[src/rtl/mem_access_unit.sv]
// Data-side memory access unit: runs one bus transaction per EXU load/store,
// stalls the EXU while it is in flight and returns an extended load result.
module mem_access_unit #(
  parameter int TIMEOUT_CYCLES = 255
) (
  input  logic        clk,
  input  logic        rst,
  input  logic        flush,
  input  logic        req_load,
  input  logic        req_store,
  input  logic [31:0] req_addr,
  input  logic [3:0]  req_mask,
  input  logic [31:0] req_wdata,
  input  logic [1:0]  req_size,
  input  logic        req_unsigned,
  output logic        busy,
  output logic        resp_valid,
  output logic [31:0] resp_rdata,
  output logic        resp_err,
  output logic        bus_req,
  output logic        bus_we,
  output logic [31:0] bus_addr,
  output logic [3:0]  bus_be,
  output logic [31:0] bus_wdata,
  input  logic        bus_gnt,
  input  logic        bus_rvalid,
  input  logic [31:0] bus_rdata,
  input  logic        bus_err,
  output logic [1:0]  dbg_state
);

  // Handshakes: bus_req and all bus_* fields stay stable until a cycle with
  // bus_gnt; exactly one bus_rvalid follows per granted request. Towards the
  // EXU, a request is taken when busy is low at the next edge, and resp_valid
  // is a single-cycle pulse with no backpressure.
  typedef enum logic [1:0] {
    IDLE = 2'd0,
    REQ  = 2'd1,
    WAIT = 2'd2,
    DONE = 2'd3
  } state_t;

  localparam logic [31:0] TMO_LAST = 32'(TIMEOUT_CYCLES - 1);

  state_t      state;
  logic [1:0]  addr_lo;
  logic [1:0]  size_q;
  logic        uns_q;
  logic        cancel;
  logic [31:0] tmo_cnt;

  logic        accept;
  logic        tmo_hit;
  logic        finish;
  logic        drop;
  logic        fault;
  logic [31:0] load_data;

  function automatic logic [31:0] extract(input logic [31:0] word,
                                          input logic [1:0]  lo,
                                          input logic [1:0]  size,
                                          input logic        uns);
    logic [7:0]  b;
    logic [15:0] h;
    case (lo)
      2'd0:    b = word[7:0];
      2'd1:    b = word[15:8];
      2'd2:    b = word[23:16];
      default: b = word[31:24];
    endcase
    h = lo[1] ? word[31:16] : word[15:0];
    case (size)
      2'd0:    extract = {{24{~uns & b[7]}}, b};
      2'd1:    extract = {{16{~uns & h[15]}}, h};
      default: extract = word;
    endcase
  endfunction

  assign accept    = (state == IDLE) & (req_load | req_store) & ~flush;
  assign busy      = accept | (state == REQ) | (state == WAIT);
  assign dbg_state = state;

  // rvalid takes precedence over a timeout landing in the same cycle.
  assign tmo_hit   = (TIMEOUT_CYCLES != 0) && (tmo_cnt == TMO_LAST);
  assign finish    = bus_rvalid | tmo_hit;
  assign fault     = bus_rvalid ? bus_err : 1'b1;
  assign drop      = cancel | flush;
  assign load_data = extract(bus_rdata, addr_lo, size_q, uns_q);

  always_ff @(posedge clk or negedge rst) begin
    if (!rst) begin
      state      <= IDLE;
      resp_valid <= 1'b0;
      resp_rdata <= 32'h0;
      resp_err   <= 1'b0;
      bus_req    <= 1'b0;
      bus_we     <= 1'b0;
      bus_addr   <= 32'h0;
      bus_be     <= 4'h0;
      bus_wdata  <= 32'h0;
      addr_lo    <= 2'd0;
      size_q     <= 2'd0;
      uns_q      <= 1'b0;
      cancel     <= 1'b0;
      tmo_cnt    <= 32'h0;
    end else begin
      resp_valid <= 1'b0;
      case (state)
        IDLE: begin
          if (accept) begin
            state     <= REQ;
            bus_req   <= 1'b1;
            bus_we    <= req_store;
            bus_addr  <= {req_addr[31:2], 2'b00};
            bus_be    <= req_mask;
            bus_wdata <= req_wdata;
            addr_lo   <= req_addr[1:0];
            size_q    <= req_size;
            uns_q     <= req_unsigned;
            cancel    <= 1'b0;
          end
        end
        REQ: begin
          if (flush) cancel <= 1'b1;
          if (bus_gnt) begin
            bus_req <= 1'b0;
            tmo_cnt <= 32'h0;
            state   <= WAIT;
          end
        end
        WAIT: begin
          if (flush) cancel <= 1'b1;
          tmo_cnt <= tmo_cnt + 32'h1;
          if (finish) begin
            state      <= DONE;
            resp_valid <= ~drop;
            resp_err   <= ~drop & fault;
            resp_rdata <= (drop | fault | bus_we) ? 32'h0 : load_data;
          end
        end
        default: begin
          if (flush) cancel <= 1'b1;
          resp_err   <= 1'b0;
          resp_rdata <= 32'h0;
          state      <= IDLE;
        end
      endcase
    end
  end

endmodule

[config.mk]
export PLATFORM = sky130hd
export DESIGN_NAME = mem_access_unit
export DESIGN_NICKNAME = d
export VERILOG_FILES = /design/src/rtl/mem_access_unit.sv
export SDC_FILE = /design/constraint.sdc
export NUM_CORES = 1
export LEC_CHECK = 0
export ABC_AREA = 0
export CAP_MARGIN = 20
export CORE_MARGIN = 10
export CORE_UTILIZATION = 40
export DETAILED_ROUTE_END_ITERATION = 12
export PLACE_DENSITY = 0.71
export SLEW_MARGIN = 20
export SYNTH_ARGS = -nofsm -noshare
export SYNTH_HDL_FRONTEND = slang
export SYNTH_SLANG_ARGS = --single-unit
[constraint.sdc]
create_clock -name clk -period 4.89 [get_ports clk]
set_input_delay 0.978 -clock clk [delete_from_list [all_inputs] [get_ports clk]]
set_output_delay 0.978 -clock clk [all_outputs]
set_load 0.01 [all_outputs]
### After elaboration in Yosys (flattened, before gate mapping)

Index checks and enable logic that the tools add are counted.

| cells by class | value |
|---|---|
| $add $sub $neg | 1 |
| multiplexer cells | 23 |
| bitwise operators | 16 |
| eq/ne operators | 9 |
| reduce and logical (&&, ||, !) cells | 13 |

Operators by type and width:

| operator | number |
|---|---|
| case mux 32 bit (2 select lines) | 3 |
| two-way mux 32 bit | 3 |
| adder 32 x 1 -> 32 bit (second input constant) | 1 |
| == test 32 x 8 -> 1 bit (second input constant) | 1 |
| case mux 8 bit (3 select lines) | 1 |
| two-way mux 16 bit | 1 |
| two-way mux 1 bit | 9 |
| AND reduction 2 bit | 4 |
| OR 1 bit | 7 |
| == test 2 x 1 -> 1 bit (second input constant) | 3 |
| logical NOT 2 bit | 3 |
| two-way mux 2 bit | 3 |
| inequality test 2 bit (second input constant) | 3 |
| case mux 2 bit (3 select lines) | 1 |
| AND reduction 3 bit | 2 |
| nonzero test 2 bit | 3 |
| AND 1 bit | 5 |
| == test 2 bit (second input constant) | 2 |
| NOT 1 bit | 4 |
| case mux 1 bit (2 select lines) | 2 |
| OR reduction 2 bit | 1 |

| storage, ports and cells | value |
|---|---|
| output and inout bits | 107 |
| register bits after elaboration | 142 |
| logic and storage cells | 76 |

### Longest topological paths before layout

| logic depth | value |
|---|---|
| depth after elaboration | 7 |
| depth in mapped cells | 10 |

### Least setup slack after synthesis

No wires, ideal clock.

| path | value |
|---|---|
| path type | input-to-output |
| start | in req_store |
| end | out busy |
| slack | 1840 ps |
| buffers on the path | 2 |
| stages on the path | 4 |
| arrival | 2072 ps |
| cells stage by stage | o211ai_1 clkbuf_1 clkbuf_1 nand2_1 |

| between the ends | value |
|---|---|
| cells in the longest elaborated chain, start to end | 5 |

Ends and longest elaborated chain:

| what | line | RTL |
|---|---|---|
| start: declaration | 10 | `input logic req_store,` |
| OR 1 bit | 79 | `assign accept = (state == IDLE) & (req_load \| req_store) & ~flush;` |
| AND 1 bit (2 in a row) | 79 |  |
| OR 1 bit (2 in a row) | 80 | `assign busy = accept \| (state == REQ) \| (state == WAIT);` |
| end: declaration | 16 | `output logic busy,` |

Every way passes these cells.

### Worst setup path in the final report

Ends and elaborated chain as after synthesis.

==> flow_metrics.env <==
export IMPL_nFillCells=1340
export IMPL_final_seq_area_sq_mm=0.003555
export IMPL_cp_data_arrival_time_ps=2310
export IMPL_layout_drive_gt1_share_pct=19.66
export IMPL_crit_path_start_kind="input pin"
export IMPL_grt_pass1_wl_mm=30.35
export IMPL_route_detailed_drc=0
export IMPL_clk_pin_slew_ps=60
export IMPL_synth_cell_area_sq_mm=0.006684
export IMPL_hp_class="reg -> reg"
export IMPL_coreArea_sq_mm=0.01647
export IMPL_dr_pass1_iters=4
export IMPL_pin_count=218
export IMPL_initial_core_util_pct=40.59
export IMPL_grt_overflow_total=0
export IMPL_fin_crit_ps=3284
export IMPL_antenna_found_initial=0
export IMPL_status="completed"
export IMPL_cts_hold_fix_buffers=0
export IMPL_crit_type="in -> out"
export IMPL_dpl_cell_area_sq_mm=0.008966
export IMPL_die_w_um=149.3
export IMPL_ir_worst_vdd_v=0.0002582
export IMPL_yosysWarnings=0
export IMPL_wl_per_cell_um=19.70
export IMPL_post_cts_resized=0
export IMPL_p_leak_nw=4.168
export IMPL_gp_congestion=0.9009
export IMPL_max_cap_violations=0
export IMPL_ant_nets=0
export IMPL_cts_sinks=142
export IMPL_max_freq_mhz=304.5
export IMPL_multi_input_area_sq_mm=0.002853
export IMPL_fin_setup_tns_ps=0
export IMPL_fp_row_count=47
export IMPL_rsz0062_at_grt="false"
export IMPL_worstPathMaxFanout=2
export IMPL_min_period_over_period_pct=67.16
export IMPL_worstSkewPairLatency_ps=420
export IMPL_die_h_um=149.3
export IMPL_synth_ff_latch_count=142
export IMPL_required_ps=3910
export IMPL_io_buffers=215
export IMPL_synthCells=552
export IMPL_routed_wl_mm=19.46
export IMPL_ys_async_sr_fraction_pct=100.0
export IMPL_grt_max_degree=89
export IMPL_grt_pass1_vias=5507
export IMPL_cts_setup_buffers=0
export IMPL_maxSlewHeadroom_pct=34.55
export IMPL_nNetsFinal=871
export IMPL_via_per_inst=5.233
export IMPL_avgSynthCellArea_sq_um=12.11
export IMPL_p_per_area_mw_per_mm2=535.5
export IMPL_hpwlAfterDp_mm=14.52
export IMPL_setup_viol=0
export IMPL_vias=5170
export IMPL_slew_viol_final=0
export IMPL_htree_num_levels=4
export IMPL_place_ws_ps=1424
export IMPL_cts_made_buffers=17
export IMPL_n_antenna_cell=0
export IMPL_cts_tree="built"
export IMPL_setup_ws_ps=1606
export IMPL_synth_edf_count=0
export IMPL_synthFlopType="dfrtp_1"
export IMPL_ys_seq_area_share_pct=53.16
export IMPL_end_kind="primary output"
export IMPL_synth_area_top_cells="dfrtp_1 53%, mux2_2 17%, xor2_1 3.5%"
export IMPL_r2r_slack_ps=1830
export IMPL_clockRootBuffer="clkbuf_16"
export IMPL_synth_top_area_share_pct=53.16
export IMPL_syn2layout_area_growth_pct=43.09
export IMPL_fin_area_sq_mm=0.009564
export IMPL_final_cells=988
export IMPL_synth_top_area_cell="dfrtp_1"
export IMPL_worst_pin_slew_ps=981.8
export IMPL_dp_cells=956
export IMPL_first_iter_violations=235
export IMPL_synth_cell_type_count=49
export IMPL_clock_path_buffers=2
export IMPL_die_area_sq_mm=0.02228
export IMPL_finClkSkew_ps=8.883
export IMPL_track_usage_pct=17.32
export IMPL_hold_viol=0
## through the flow
stage	hold WS (ps)	util [%]	total power (W)
2_1_floorplan	442.1	-	0.002900
6_report	489.8	58.09	0.005121
4_1_cts	496.3	58.08	0.005196
3_5_place_dp	483.3	54.45	0.003872
5_1_grt	521.1	58.09	0.005413
3_3_place_gp	457.5	54.45	0.003809
## report_power, final
part | total (W) | internal (W) | switching (W)
combinational | 0.00200 | 0.00117 | 0.000835
sequential | 0.00182 | 0.00152 | 0.000304
clock | 0.00129 | 0.000773 | 0.000522
total | 0.00512 | 0.00346 | 0.00166
## critical path, stage by stage
cell             delay [ps]
clkdlybuf4s50_1         480
o211ai_1                120
nand2_1                 100
clkdlybuf4s50_1         620
## Yosys cell counts (4+ instances only)
library cell	instances
dfrtp_1	142
mux2_2	99
nor2_1	45
xor2_1	27
clkbuf_1	26
a21oi_1	25
inv_1	23
nand2_1	15
nand4_1	13
nand3_1	12
nor2b_1	12
a2111oi_0	8
a22o_1	8
a22oi_1	8
mux2_1	8
mux4_2	8
o22ai_1	8
ha_1	5
nor4_1	5
and3_1	4
and4_1	4
nand2b_1	4
## worst paths after layout
check | start | to | cells after the start
worst min-delay path | cancel | cancel | 2
worst max register to register | dbg_state[0] | resp_rdata[19] | 7
max in group asynchronous | rst | bus_addr[11] | 2
min in group asynchronous | rst | bus_addr[22] | 1
worst min register to register | cancel | cancel | 2
worst max-delay path | req_store | busy | 4
## placed cells by master (no fill, tap or decap), types with 3 or more instances in the layout
cell             count
clkdlybuf4s50_1    214
dfrtp_1            141
mux2_2              99
nor2_1              45
xor2_1              27
a21oi_1             25
inv_1               23
clkbuf_16           17
nand2_1             15
nand4_1             13
nor2b_1             12
nand3_1             12
mux4_2               8
a22o_1               8
a22oi_1              8
o22ai_1              8
a2111oi_0            8
mux2_1               8
buf_4                6
nor4_1               5
ha_1                 5
clkinvlp_4           5
and4_1               4
nand2b_1             4
and3_1               4
inv_6                4
a31oi_1              3
and2_1               3
xnor2_1              3
o21ai_0              3
## layer usage
layer  vias to the layer above  track usage, %  wire [um]
met5                         -               0          0
met4                         0           5.986        414
met3                        30           6.129       1802
met2                       229           29.20       9582
met1                      2538           19.99       7665
li1                       2373               -          -
## sequential cells by signal, indices dropped and copies added, names as in the netlist, 2 cells and up
signal,count
bus_be,4
size_q,2
addr_lo,2
bus_wdata,32
tmo_cnt,32
bus_addr,30
resp_rdata,32
dbg_state,2
## cell type report
cell class                      count  area share [%]
Clock buffer                       18           4.592
Clock inverter                     14           1.648
Inverter                           23          0.9027
Multi-Input combinational cell    350           29.83
Sequential cell                   142           37.17
Tap cell                          220           2.878
Timing Repair Buffer              221           22.99
## kinds of logic after synthesis
| kind of cell | count (synthesis) | share of synthesized area, % |
|---|---|---|
| flops | 142 | 53.16 |
| simple gates | 127 | 9.753 |
| mux | 117 | 21.10 |
| compound gates | 69 | 6.852 |
| buf+inv | 61 | 4.212 |
| xor+xnor | 30 | 3.931 |
| fa+ha+maj | 5 | 0.9360 |
| other cells | 1 | 0.05610 |
Power figures use the tool's default switching activity.
